## src/rtl/lif_spike_encoder.sv

```systemverilog
// Rate-coded spike transmitter driving the LIF neuron's signal_in.
// Optional stochastic coding: define LIF_SPIKE_ENC_LFSR_EN (WIDTH must then be 8).
module lif_spike_encoder #(
    parameter int WIDTH   = 8,
    parameter int LEN_W   = 8,
    parameter int REFRACT = 1
) (
    input  logic             clk,
    input  logic             rst,
    input  logic             cfg_valid,
    output logic             cfg_ready,
    input  logic [WIDTH-1:0] cfg_rate,
    input  logic [LEN_W-1:0] cfg_len,
    input  logic             stop,
    output logic             spike_out,
    output logic             busy,
    output logic             done,
    output logic [LEN_W-1:0] spike_cnt
);

    localparam int GAP_W = (REFRACT < 1) ? 1 : $clog2(REFRACT + 1);

    localparam logic [0:0] S_IDLE = 1'b0;
    localparam logic [0:0] S_RUN  = 1'b1;

    logic [0:0]       state_q, state_d;
    logic [WIDTH-1:0] rate_q, rate_d;
    logic [LEN_W-1:0] len_q, len_d;
    logic [GAP_W-1:0] gap_q, gap_d;
    logic [LEN_W-1:0] cnt_q, cnt_d;
    logic [LEN_W-1:0] cnt_inc;
    logic             spike_q, spike_d;
    logic             done_q, done_d;
    logic             cand;

`ifdef LIF_SPIKE_ENC_LFSR_EN
    logic [7:0] lfsr_q, lfsr_d;
    logic       lfsr_fb;
`else
    logic [WIDTH-1:0] acc_q, acc_d;
    logic [WIDTH:0]   sum;
`endif

    assign cnt_inc = cnt_q + LEN_W'(1);

    always_comb begin
        state_d = state_q;
        rate_d  = rate_q;
        len_d   = len_q;
        gap_d   = gap_q;
        cnt_d   = cnt_q;
        spike_d = 1'b0;
        done_d  = 1'b0;
`ifdef LIF_SPIKE_ENC_LFSR_EN
        // x^8+x^6+x^5+x^4+1, shifting left with feedback into bit 0
        lfsr_fb = lfsr_q[7] ^ lfsr_q[5] ^ lfsr_q[4] ^ lfsr_q[3];
        lfsr_d  = lfsr_q;
        cand    = (lfsr_q < rate_q);
`else
        acc_d   = acc_q;
        sum     = {1'b0, acc_q} + {1'b0, rate_q};
        cand    = sum[WIDTH];
`endif
        case (state_q)
            S_IDLE: begin
                if (cfg_valid) begin
                    state_d = S_RUN;
                    rate_d  = cfg_rate;
                    len_d   = cfg_len;
                    gap_d   = '0;
                    cnt_d   = '0;
`ifndef LIF_SPIKE_ENC_LFSR_EN
                    acc_d   = '0;
`endif
                end
            end
            default: begin
`ifdef LIF_SPIKE_ENC_LFSR_EN
                lfsr_d = {lfsr_q[6:0], lfsr_fb};
`endif
                if (stop) begin
                    state_d = S_IDLE;
                    done_d  = 1'b1;
                end else begin
`ifndef LIF_SPIKE_ENC_LFSR_EN
                    acc_d = sum[WIDTH-1:0];
`endif
                    // Candidates arriving during the refractory gap are discarded.
                    if (gap_q != '0) begin
                        gap_d = gap_q - GAP_W'(1);
                    end else if (cand) begin
                        spike_d = 1'b1;
                        cnt_d   = cnt_inc;
                        gap_d   = GAP_W'(REFRACT);
                        if ((len_q != '0) && (cnt_inc == len_q)) begin
                            state_d = S_IDLE;
                            done_d  = 1'b1;
                        end
                    end
                end
            end
        endcase
    end

    always_ff @(posedge clk) begin
        if (rst) begin
            state_q <= S_IDLE;
            rate_q  <= '0;
            len_q   <= '0;
            gap_q   <= '0;
            cnt_q   <= '0;
            spike_q <= 1'b0;
            done_q  <= 1'b0;
`ifdef LIF_SPIKE_ENC_LFSR_EN
            lfsr_q  <= 8'h01;
`else
            acc_q   <= '0;
`endif
        end else begin
            state_q <= state_d;
            rate_q  <= rate_d;
            len_q   <= len_d;
            gap_q   <= gap_d;
            cnt_q   <= cnt_d;
            spike_q <= spike_d;
            done_q  <= done_d;
`ifdef LIF_SPIKE_ENC_LFSR_EN
            lfsr_q  <= lfsr_d;
`else
            acc_q   <= acc_d;
`endif
        end
    end

    assign cfg_ready = (state_q == S_IDLE);
    assign busy      = (state_q == S_RUN);
    assign spike_out = spike_q;
    assign done      = done_q;
    assign spike_cnt = cnt_q;

endmodule

```

## config.mk

```make
export PLATFORM = sky130hd
export DESIGN_NAME = lif_spike_encoder
export DESIGN_NICKNAME = d
export VERILOG_FILES = /design/src/rtl/lif_spike_encoder.sv
export SDC_FILE = /design/constraint.sdc
export NUM_CORES = 1
export LEC_CHECK = 0
export ABC_AREA = 1
export CAP_MARGIN = 20
export CORE_ASPECT_RATIO = 1.25
export CORE_UTILIZATION = 53
export DETAILED_ROUTE_END_ITERATION = 6
export PLACE_DENSITY = 0.76
export RECOVER_POWER = 100
export SYNTH_ARGS = -nofsm -noshare
export SYNTH_HDL_FRONTEND = slang
export SYNTH_SLANG_ARGS = --single-unit
```

## constraint.sdc

```tcl
create_clock -name clk -period 2.1 [get_ports clk]
set_input_delay 0.21 -clock clk [delete_from_list [all_inputs] [get_ports clk]]
set_output_delay 0.21 -clock clk [all_outputs]
set_load 0.01 [all_outputs]
```

Word-level counts from Yosys, hierarchy flattened
Index checks and enable logic that the tools add are counted.
Storage, ports and cells
  bits in registers: 36
  output and inout port bits: 12
  word-level logic and storage cells: 46
Operators by class
  add/sub/neg operators: 3
  equality and inequality tests: 4
  mux-type cells: 22
  bitwise operators: 1
  reductions and logical operators: 8
Operator list (count)
  8-bit 2-to-1 mux: 7
  1-bit 2-to-1 mux: 15
  8-bit by 8-bit adder with 9-bit output: 1
  8-bit by 1-bit adder with 8-bit output, second input constant: 1
  8-bit == test: 1
  8-bit nonzero test: 1
  2-bit != test, second input constant: 2
  2-bit AND reduction: 2
  4-bit AND reduction: 1
  4-bit OR reduction: 1
  2-bit by 1-bit != test with 1-bit output, second input constant: 1
  2-bit nonzero test: 1
  2-bit OR reduction: 1
  1-bit logical AND: 1
  1-bit inverter: 1
  1-bit subtractor, second input constant: 1

Depth between registers and ports, before layout
Gate-level depths: netlist of run 1.
  word-level depth: 8
  mapped depth: 14

Least setup slack after synthesis of run 1
Ideal clock, no wire load.
  kind: flip-flop to flip-flop
  start: reg rate_q[0]
  end: reg cnt_q[5], in the netlist spike_cnt[5]
  arrival time: 1.700 ns
  required time: 2.041 ns
  setup slack: 0.341 ns
  cell stages (with the launch flop): 15
  path buffers: 0
  period minus slack after synthesis: 1.759 ns
  cell sequence: dfxtp_1 > ha_1 > inv_1 > fa_1 > inv_1 > nand3_1 > nand2_1 > nand2_1 > nand3_1 > nand2_2 > nor2_4 > nand2_2 > inv_2 > nand3_1 > nand2_1
On the way
  longest elaborated chain between the ends: 3
RTL lines
  start, declared: RTL line 27  | logic [WIDTH-1:0] rate_q, rate_d;
  start signal, assigned: RTL line 121  | rate_q <= rate_d;
  8-bit by 8-bit adder with 9-bit output: RTL line 61  | sum = {1'b0, acc_q} + {1'b0, rate_q};
  2-bit by 1-bit != test with 1-bit output (no source line)
  4-bit AND reduction (no source line)
  end signal, assigned: RTL line 124  | cnt_q <= cnt_d;
  end, declared: RTL line 30  | logic [LEN_W-1:0] cnt_q, cnt_d;
No other way between the ends.
A chain may end at the register's enable or synchronous reset.

Worst setup path in the final report of run 1
  start: reg rate_q[0]
  end: reg cnt_q[3], in the netlist spike_cnt[3]
The elaborated chain is that of the path after synthesis.

==> flow_metrics.env, run 1 <==
export IMPL_vias_per_cell=5.40
export IMPL_synth_area_um2=1920
export IMPL_start_util_pct=55.1
export IMPL_synth_nets=312
export IMPL_overflow=0
export IMPL_portBuffers=31
export IMPL_fp_dieH_um=69.3
export IMPL_avgSynthCellArea_um2=6.81
export IMPL_status="finished, final reports clean"
export IMPL_die_x_um=55.8
export IMPL_finClkSkew_ns=0.00866
export IMPL_finalSetupViolations=0
export IMPL_power_leakage_nw=1.08
export IMPL_h_tree_depth=2
export IMPL_worst_pin_slew_ns=0.560
export IMPL_fin_nets=351
export IMPL_antenna_found_initial=0
export IMPL_antennaDiodeCount=0
export IMPL_placedCellCount=352
export IMPL_cap_violations=0
export IMPL_worstSetupPathType="register to register"
export IMPL_seq_area_frac_synth_pct=37.5
export IMPL_fp_row_count=24
export IMPL_gp_congestion=0.858
export IMPL_cp_cell_sequence="ha_2 -> inv_1 -> fa_2 -> inv_2 -> nand3_1 -> nand2_2 -> nand2_1 -> nand3_2 -> nand2_2 -> nor2_4 -> nor2_4 -> nand3_1 -> o21ai_1"
export IMPL_min_period_ns=1.96
export IMPL_drc=0
export IMPL_ir_drop_mv=0.654
export IMPL_firstDrtPassIters=4
export IMPL_grt_usage_pct=25.4
export IMPL_final_common_cell="nand2_1"
export IMPL_yosys_warnings=0
export IMPL_relSlewSlack_pct=62.6
export IMPL_cp_top_family="simple AND/OR/NAND/NOR gates"
export IMPL_dieArea_um2=3870
export IMPL_synth_cell_types=27
export IMPL_netlist_instances=282
export IMPL_syn_to_final_growth_pct=26.7
export IMPL_fin_area_um2=2430
export IMPL_holdWs_ns=0.470
export IMPL_synth_top_area_cell="dfxtp_1"
export IMPL_drtIter0Drc=113
export IMPL_holdCritPathClass="register to register"
export IMPL_cp_slowest_cell="dfxtp_2"
export IMPL_clk_latency_ns=0.30
export IMPL_final_core_util_pct=69.9
export IMPL_yosysTopAreaCellShare_pct=37.5
export IMPL_cp_data_arrival_time_ns=2.15
export IMPL_synth_seq_cells=36
export IMPL_cts_buffers=5
export IMPL_path_max_fanout=8
export IMPL_route_antenna_remaining_nets=0
export IMPL_grt_max_degree=18
export IMPL_clock_fmax_mhz=510
export IMPL_cts_tree="yes"
export IMPL_layout_worst_path_cycle_share_pct=93.4
export IMPL_ios=32
export IMPL_grt_pass1_wl_mm=7.73
export IMPL_cp_data_required_time_ns=2.29
export IMPL_slowest_delay_ns=0.34
export IMPL_first_global_vias=1796
export IMPL_clkSinkCount=36
export IMPL_hold_violations=0
export IMPL_start_kind="register"
export IMPL_vias=1948
export IMPL_wl_per_cell_um=12.9
export IMPL_synth_area_leaders="dfxtp_1 38%, nand2_1 13%, a21oi_1 6.8%, nand3_1 6.3%, nor2_1 6.3%"
export IMPL_fill_cells=309
export IMPL_path_buf_inv=2
export IMPL_layout_drive_gt1_share_pct=10.6
export IMPL_p_per_area_nw_per_um2=637
export IMPL_coreArea_um2=3480
export IMPL_clk_pin_slew_ns=0.08
export IMPL_final_cell_mix="66 x nand2_1, 34 x dfxtp_1, 32 x nor2_1, 30 x inv_1, 26 x a21oi_1"
export IMPL_worst_setup_path_end_kind="register"
export IMPL_wl_mm=4.65
export IMPL_stdcell_count=361
export IMPL_total_power_mw=1.55
export IMPL_placed_area_um2=2300
export IMPL_hpwlAfterDp_mm=3.41
export IMPL_clockRootBuffer="clkbuf_8"
export IMPL_slew_violations=0
export IMPL_clock_path_buffers=2
export IMPL_holdBufCountCts=0
what timing repair did:
action | 4_1_cts | 5_1_grt
buffers inserted | 0 | 1
setup endpoints to repair | 0 | 10
gates resized for setup | 0 | 8
endpoints found under the hold margin | 0 | 0
through the flow:
step	setup slack, ns	TNS [ns]
3_5_place_dp	0.137	0
2_1_floorplan	0.341	0
5_1_grt	-0.00617	-0.00617
4_1_cts	0.118	0
3_3_place_gp	0.217	0
6_report	0.138	0
synthesized netlist by cell type:
| master | count |
|---|---|
| a21o_1 | 2 |
| nand3_1 | 24 |
| nand3b_1 | 1 |
| nor2_2 | 3 |
| inv_2 | 4 |
| nand2_2 | 3 |
| dfxtp_1 | 36 |
| o21ai_1 | 1 |
| a21oi_2 | 1 |
| xor2_1 | 1 |
| a21oi_1 | 26 |
| clkbuf_1 | 5 |
| a31oi_1 | 2 |
| nand2_1 | 67 |
| and2_1 | 1 |
| inv_1 | 30 |
| o22ai_1 | 1 |
| o21bai_1 | 1 |
| o31ai_1 | 1 |
| o21ai_0 | 22 |
| fa_1 | 1 |
| ha_1 | 9 |
| o21ai_2 | 1 |
| nor2_4 | 3 |
| nor2_1 | 32 |
| nand4_1 | 3 |
| nor3_1 | 1 |
tightest hold or removal path, delay by kind of cell (launching register included):
kind	cells	cell delay (ns)
AO/OA/AOI/OAI	1	0.05
flip-flops	1	0.32
AND/OR/NAND/NOR	1	0.06
routing by layer:
metal / vias to the layer above / track usage, % / part of all wire [%]
li1: 995 / - / -
met1: 897 / 29.2 / 42
met2: 44 / 44.4 / 51
met3: 12 / 5.04 / 3.0
met4: 0 / 12.2 / 3.6
met5: - / 0 / 0
path summary, 6_finish.rpt:
kind	from	to	slack, ns	cells past startpoint
setup / recovery	rate_q[0]$_SDFFE_PP0P_	spike_cnt[3]$_SDFFE_PP0P_	0.14	13
setup reg to reg	rate_q[0]$_SDFFE_PP0P_	spike_cnt[3]$_SDFFE_PP0P_	0.14	13
hold reg to reg	acc_q[0]$_SDFFE_PP0P_	acc_q[0]$_SDFFE_PP0P_	0.47	2
hold / removal	acc_q[0]$_SDFFE_PP0P_	acc_q[0]$_SDFFE_PP0P_	0.47	2
sequential cells by signal, summed over array words and instances, names as in the netlist:
| name | count |
|---|---|
| done | 1 |
| spike_out | 1 |
| busy | 1 |
| rate_q | 8 |
| gap_q | 1 |
| len_q | 8 |
| acc_q | 8 |
| spike_cnt | 8 |
logic make-up (layout without fill, tap and decap cells):
kind of cell    after synthesis  after routing  synth area share (%)
buf+inv                      39             79                  7.62
compound gates               58             58                  16.2
xor+xnor                      1              1                 0.456
flops                        36             36                  37.5
simple gates                138            138                  31.3
fa+ha+maj                    10             10                  6.91
where the power goes:
| part | switching, mW | internal, mW | leakage (nW) | total (mW) |
|---|---|---|---|---|
| Combinational | 0.116 | 0.0881 | 0.727 | 0.204 |
| Sequential | 0.0186 | 0.713 | 0.295 | 0.732 |
| Clock | 0.262 | 0.351 | 0.0541 | 0.613 |
| Total | 0.397 | 1.15 | 1.08 | 1.55 |
cell type report:
type | instances | area, µm² | area share (%)
Sequential cell | 36 | 723 | 29.7
Inverter | 34 | 128 | 5.24
Tap cell | 39 | 48.8 | 2.01
Timing Repair Buffer | 37 | 352 | 14.4
Clock buffer | 5 | 68.8 | 2.83
Multi-Input combinational cell | 207 | 1070 | 44.0
Clock inverter | 3 | 42.5 | 1.75
(Power assumes the default switching activity.)
==> inputs of run 2 (changes only) <==
--- a/config.mk
+++ b/config.mk
@@ -9,9 +9,10 @@
 export CAP_MARGIN = 20
 export CORE_ASPECT_RATIO = 1.25
 export CORE_UTILIZATION = 53
+export CTS_CLUSTER_SIZE = 30
 export DETAILED_ROUTE_END_ITERATION = 6
 export PLACE_DENSITY = 0.76
-export RECOVER_POWER = 100
+export RECOVER_POWER = 25
 export SYNTH_ARGS = -nofsm -noshare
 export SYNTH_HDL_FRONTEND = slang
 export SYNTH_SLANG_ARGS = --single-unit
==> run 2 against run 1 <==
Core utilization stayed put. Critical path depth is the same. Worst setup slack improved by 0.00067 ns. Critical endpoint unchanged. Highest routed layer unchanged.
==> flow_metrics.env, run 2 (synthesis gave the netlist of run 1 again) <==
export IMPL_die_x_um=55.8
export IMPL_ios=32
export IMPL_overflow=0
export IMPL_slew_violations=0
export IMPL_layout_drive_gt1_share_pct=10.9
export IMPL_vias_per_cell=5.38
export IMPL_holdCritPathClass="register to register"
export IMPL_finalSetupViolations=0
export IMPL_final_cell_mix="66 x nand2_1, 34 x dfxtp_1, 32 x nor2_1, 29 x inv_1, 29 x clkdlybuf4s50_1"
export IMPL_clock_fmax_mhz=510
export IMPL_hpwlAfterDp_mm=3.41
export IMPL_worstSetupPathType="register to register"
export IMPL_cts_buffers=5
export IMPL_drtIter0Drc=108
export IMPL_holdBufCountCts=0
export IMPL_finClkSkew_ns=0.00846
export IMPL_grt_max_degree=18
export IMPL_cts_tree="yes"
export IMPL_fp_dieH_um=69.3
export IMPL_r2r_start="rate_q[0]$_SDFFE_PP0P_"
export IMPL_wl_mm=4.66
export IMPL_dieArea_um2=3870
export IMPL_clk_latency_ns=0.29
export IMPL_crit_reg2reg_capture="spike_cnt[3]$_SDFFE_PP0P_"
export IMPL_start_util_pct=55.1
export IMPL_p_per_area_nw_per_um2=637
export IMPL_rrSetupSlack_ns=0.14
export IMPL_antenna_found_initial=0
export IMPL_grt_usage_pct=25.4
export IMPL_layout_worst_path_cycle_share_pct=93.4
export IMPL_path_max_fanout=8
export IMPL_coreArea_um2=3480
export IMPL_grt_pass1_wl_mm=7.73
export IMPL_total_power_mw=1.55
export IMPL_regArea_um2=723
export IMPL_clockRootBuffer="clkbuf_8"
export IMPL_ir_drop_mv=0.654
export IMPL_status="finished, final reports clean"
export IMPL_reg2reg_depth=13
export IMPL_fin_tns_setup_ns=0
export IMPL_fin_nets=351
export IMPL_antennaDiodeCount=0
export IMPL_power_leakage_nw=1.06
export IMPL_vias=1943
export IMPL_syn_to_final_growth_pct=26.7
export IMPL_cp_data_required_time_ns=2.29
export IMPL_cp_data_arrival_time_ns=2.15
export IMPL_final_common_cell="nand2_1"
export IMPL_wl_per_cell_um=12.9
export IMPL_gp_congestion=0.858
export IMPL_worst_pin_slew_ns=0.556
export IMPL_multi_input_area_um2=1070
export IMPL_cap_violations=0
export IMPL_crit_end="spike_cnt[3]$_SDFFE_PP0P_"
export IMPL_clk_pin_slew_ns=0.08
export IMPL_portBuffers=31
export IMPL_min_period_ns=1.96
export IMPL_clock_path_buffers=2
export IMPL_fill_cells=309
export IMPL_first_global_vias=1796
export IMPL_worst_setup_path_end_kind="register"
export IMPL_clkSinkCount=36
export IMPL_firstDrtPassIters=4
export IMPL_drc=0
export IMPL_h_tree_depth=2
export IMPL_relSlewSlack_pct=62.9
export IMPL_hold_violations=0
export IMPL_fp_row_count=24
export IMPL_start_kind="register"
export IMPL_crit_start="rate_q[0]$_SDFFE_PP0P_"
export IMPL_route_antenna_remaining_nets=0
## run 2: critical path: stages (launching register included)
cell,delay (ns)
dfxtp_2,0.34
ha_2,0.18
inv_1,0.05
fa_2,0.33
inv_2,0.07
nand3_1,0.09
nand2_2,0.11
nand2_1,0.07
nand3_2,0.06
nand2_2,0.08
nor2_4,0.22
nor2_4,0.10
nand3_1,0.07
o21ai_1,0.08
## run 2: power by group
group / leakage (nW) / total [mW] / switching, mW / internal (mW)
logic: 0.708 / 0.206 / 0.116 / 0.0892
registers: 0.295 / 0.732 / 0.0189 / 0.713
clock network: 0.0541 / 0.613 / 0.261 / 0.351
total: 1.06 / 1.55 / 0.397 / 1.15
## run 2: what timing repair did
item                       4_1_cts  5_1_grt
resized for setup                0        8
setup endpoints to repair        0       10
buffers inserted                 0        1
## run 2: worst min path at each step
stage	slack [ns]	cells past startpoint	startpoint	to
after CTS	0.48	2	acc_q[7]$_SDFFE_PP0P_	acc_q[7]$_SDFFE_PP0P_
after global placement	0.46	2	acc_q[0]$_SDFFE_PP0P_	acc_q[0]$_SDFFE_PP0P_
final	0.47	2	acc_q[0]$_SDFFE_PP0P_	acc_q[0]$_SDFFE_PP0P_
after detailed placement	0.46	2	acc_q[0]$_SDFFE_PP0P_	acc_q[0]$_SDFFE_PP0P_
after global routing	0.49	2	acc_q[3]$_SDFFE_PP0P_	acc_q[3]$_SDFFE_PP0P_
after floorplan	0.28	1	rst	spike_cnt[2]$_SDFFE_PP0P_
## run 2: stage by stage
step                      hold WS [ns]  std cells  cell area (µm²)  utilization, %  setup WS [ns]
after floorplan                  0.279        282             1920               -          0.341
after global placement           0.455        352             2300            66.0          0.217
after detailed placement         0.461        352             2300            66.0          0.137
after CTS                        0.476        360             2410            69.2          0.118
after global routing             0.491        361             2430            69.9       -0.00615
final                            0.470        361             2430            69.9          0.139
## run 2: cell type report
class	count	share of cell area [%]
multi-input combinational	207	44.0
sequential	36	29.7
timing repair buffer	37	14.4
inverter	34	5.24
clock buffer	5	2.83
tap	39	2.01
clock inverter	3	1.75
## run 2: routing by layer
metal,vias up,routed length (µm),global-route usage (%)
li1,993,-,-
met3,12,147,5.04
met1,893,1970,29.2
met5,-,0,0
met4,0,167,12.2
met2,45,2380,44.4
==> RTL change: new RTL, settings of run 2 <==
`WIDTH`: 8 -> 6. Comments in the files are not updated.
--- a/src/rtl/lif_spike_encoder.sv
+++ b/src/rtl/lif_spike_encoder.sv
@@ -1,7 +1,7 @@
 // Rate-coded spike transmitter driving the LIF neuron's signal_in.
 // Optional stochastic coding: define LIF_SPIKE_ENC_LFSR_EN (WIDTH must then be 8).
 module lif_spike_encoder #(
-    parameter int WIDTH   = 8,
+    parameter int WIDTH   = 6,
     parameter int LEN_W   = 8,
     parameter int REFRACT = 1
 ) (
Interface: changed (resized cfg_rate); port bits go from 32 to 30. No check against the original RTL was run, so the function may have changed too.
==> RTL change against run 2 <==
  * Setup slack improved by 0.094 ns
  * Global-route usage increased by 0.69 points
  * Highest routed layer unchanged
  * Largest power group unchanged
  * Area after synthesis decreased by 4.6%
  * Power decreased by 6.6%
  * Routed wire length decreased by 11%
  * Sequential cell count decreased by 4
  * Final area decreased by 7.5%
  * Synthesized cell count decreased by 6.0%
  * Cell count decreased by 6.6%
  * Largest cell class unchanged
==> RTL change: results (changes against run 2) <==
* Status: complete, no violations
* Synth area leaders: dfxtp_1, nand2_1, a21oi_1, inv_1, nor2_1
* Non-clk invs at 36 (+5.9%)
* Sequential share of the synthesized area at 0.350 (-0.0255)
* Layout non-clock buf frac at 0.141 (-0.00336)
* Comb group at 285 µW (+38%)
* Post-DP Area at 0.00216 mm² (-5.9%)
* Pre-CTS setup slack at 0.169 ns (+0.0318 ns)
* Row cnt at 23 (-4.2%)
* GPL Wtd Cong at 0.943 (+9.9%)
* Met1 layer usage reported by global route at 0.289 (-0.00277)
* Sequential share of cell area at 0.284 (-0.0127)
* Hold Startpoint: acc_q[5]$_SDFFE_PP0P_
* Clk_skew at 0.00634 ns (-0.00212 ns)
* Total GRT Usage at 0.260 (+0.00686)
* Vias in the first global route at 1566 (-13%)
* CLK BUF at 8 (+3)
* Worst Path Max Fanout at 12 (+4)
* Xor-xnor portion of the synthesized cell area at 0 (-0.00456)
* Slew headroom at 0.714 (+0.0855)
* Commonest cells post-synth: nand2_1, dfxtp_1, inv_1
* Comb_multi_in at 191 (-7.7%)
* Fraction of area in multi-input gates at 0.454 (+0.0138)
* CTS root buffer: clkbuf_8
* Syn nets at 291 (-6.7%)
* R2R Setup Slk at 0.23 ns (+0.09 ns)
* HPWL reported at the end of detailed placement at 3140 µm (-7.9%)
* WL final at 4140 µm (-11%)
* Worst Path Arrival at 2.05 ns (-0.10 ns)
* Number of DRC markers in iteration 0 at 59 (-45%)
* Flop pwr share at 0.465 (-0.007)
* Crit path capture type: register
* First-pass GRT wire length at 6820 µm (-12%)
* Non-clock buffers at 33 (-11%)
* P_leak at 0.000985 µW (-6.9%)
* Seq cells post-synth at 32 (-11%)
* Nets at 325 (-7.4%)
* Register-to-Register Path Depth at 11 (-2)
* Ratio of cells with drive above 1 in the final layout at 0.127 (+0.0180)
* Internal Power at 1030 µW (-10%)
* Post-synthesis compound-gate area fraction at 0.172 (+0.00992)
* VDD IR-drop max at 0.545 mV (-17%)
* WHS Endpoint: acc_q[5]$_SDFFE_PP0P_
* Ys async rst share at 0 (unchanged)
* Largest net degree at the start of global routing at 25 (+7)
* Fillers at 297 (-3.9%)
* Reg2reg end: spike_cnt[7]$_SDFFE_PP0P_
* Grt met2 use at 0.465 (+0.0209)
* Crit path max-delay cell type: fa_1
* DR vias at 1760 (-9.4%)
* Worst-Skew Late Latency at about 0.28 ns
* ClkCell Share at 0.0400 (-0.00576)
* F_max at 536 MHz (+5.0%)
* Met3 Resource Use GR at 0.0608 (+0.0104)
* Port bufs at 29 (-6.5%)
* Synth cell types at 29 (+7.4%)
* Synth Area in Adders at 0.0587 (-0.0103)
==> RTL change: cell count changes after synthesis, moves of 4 or more <==
cell and change:
clkbuf_1 -4, nand3_1 -8, o21ai_0 -4, nand2_1 -10, nand4_1 +5, dfxtp_1 -4, nor2_1 -5, nand2_2 +5
==> RTL change: metrics by stage <==
stage | utilization | cells | total power [µW] | hold slack, ns
2_1_floorplan | - | 265 | 871 | 0.279
3_3_place_gp | 0.665 | 329 | 969 | 0.458
3_5_place_dp | 0.665 | 329 | 974 | 0.461
4_1_cts | 0.693 | 337 | 1460 | 0.472
5_1_grt | 0.693 | 337 | 1530 | 0.496
6_report | 0.693 | 337 | 1450 | 0.472
==> RTL change: metal layers <==
layer  share of wire  wire length [µm]  up-vias
li1                -                 -      932
met1            0.44              1810      787
met2            0.51              2130       33
met3           0.030               122        8
met4           0.020                81        0
met5               0                 0        -
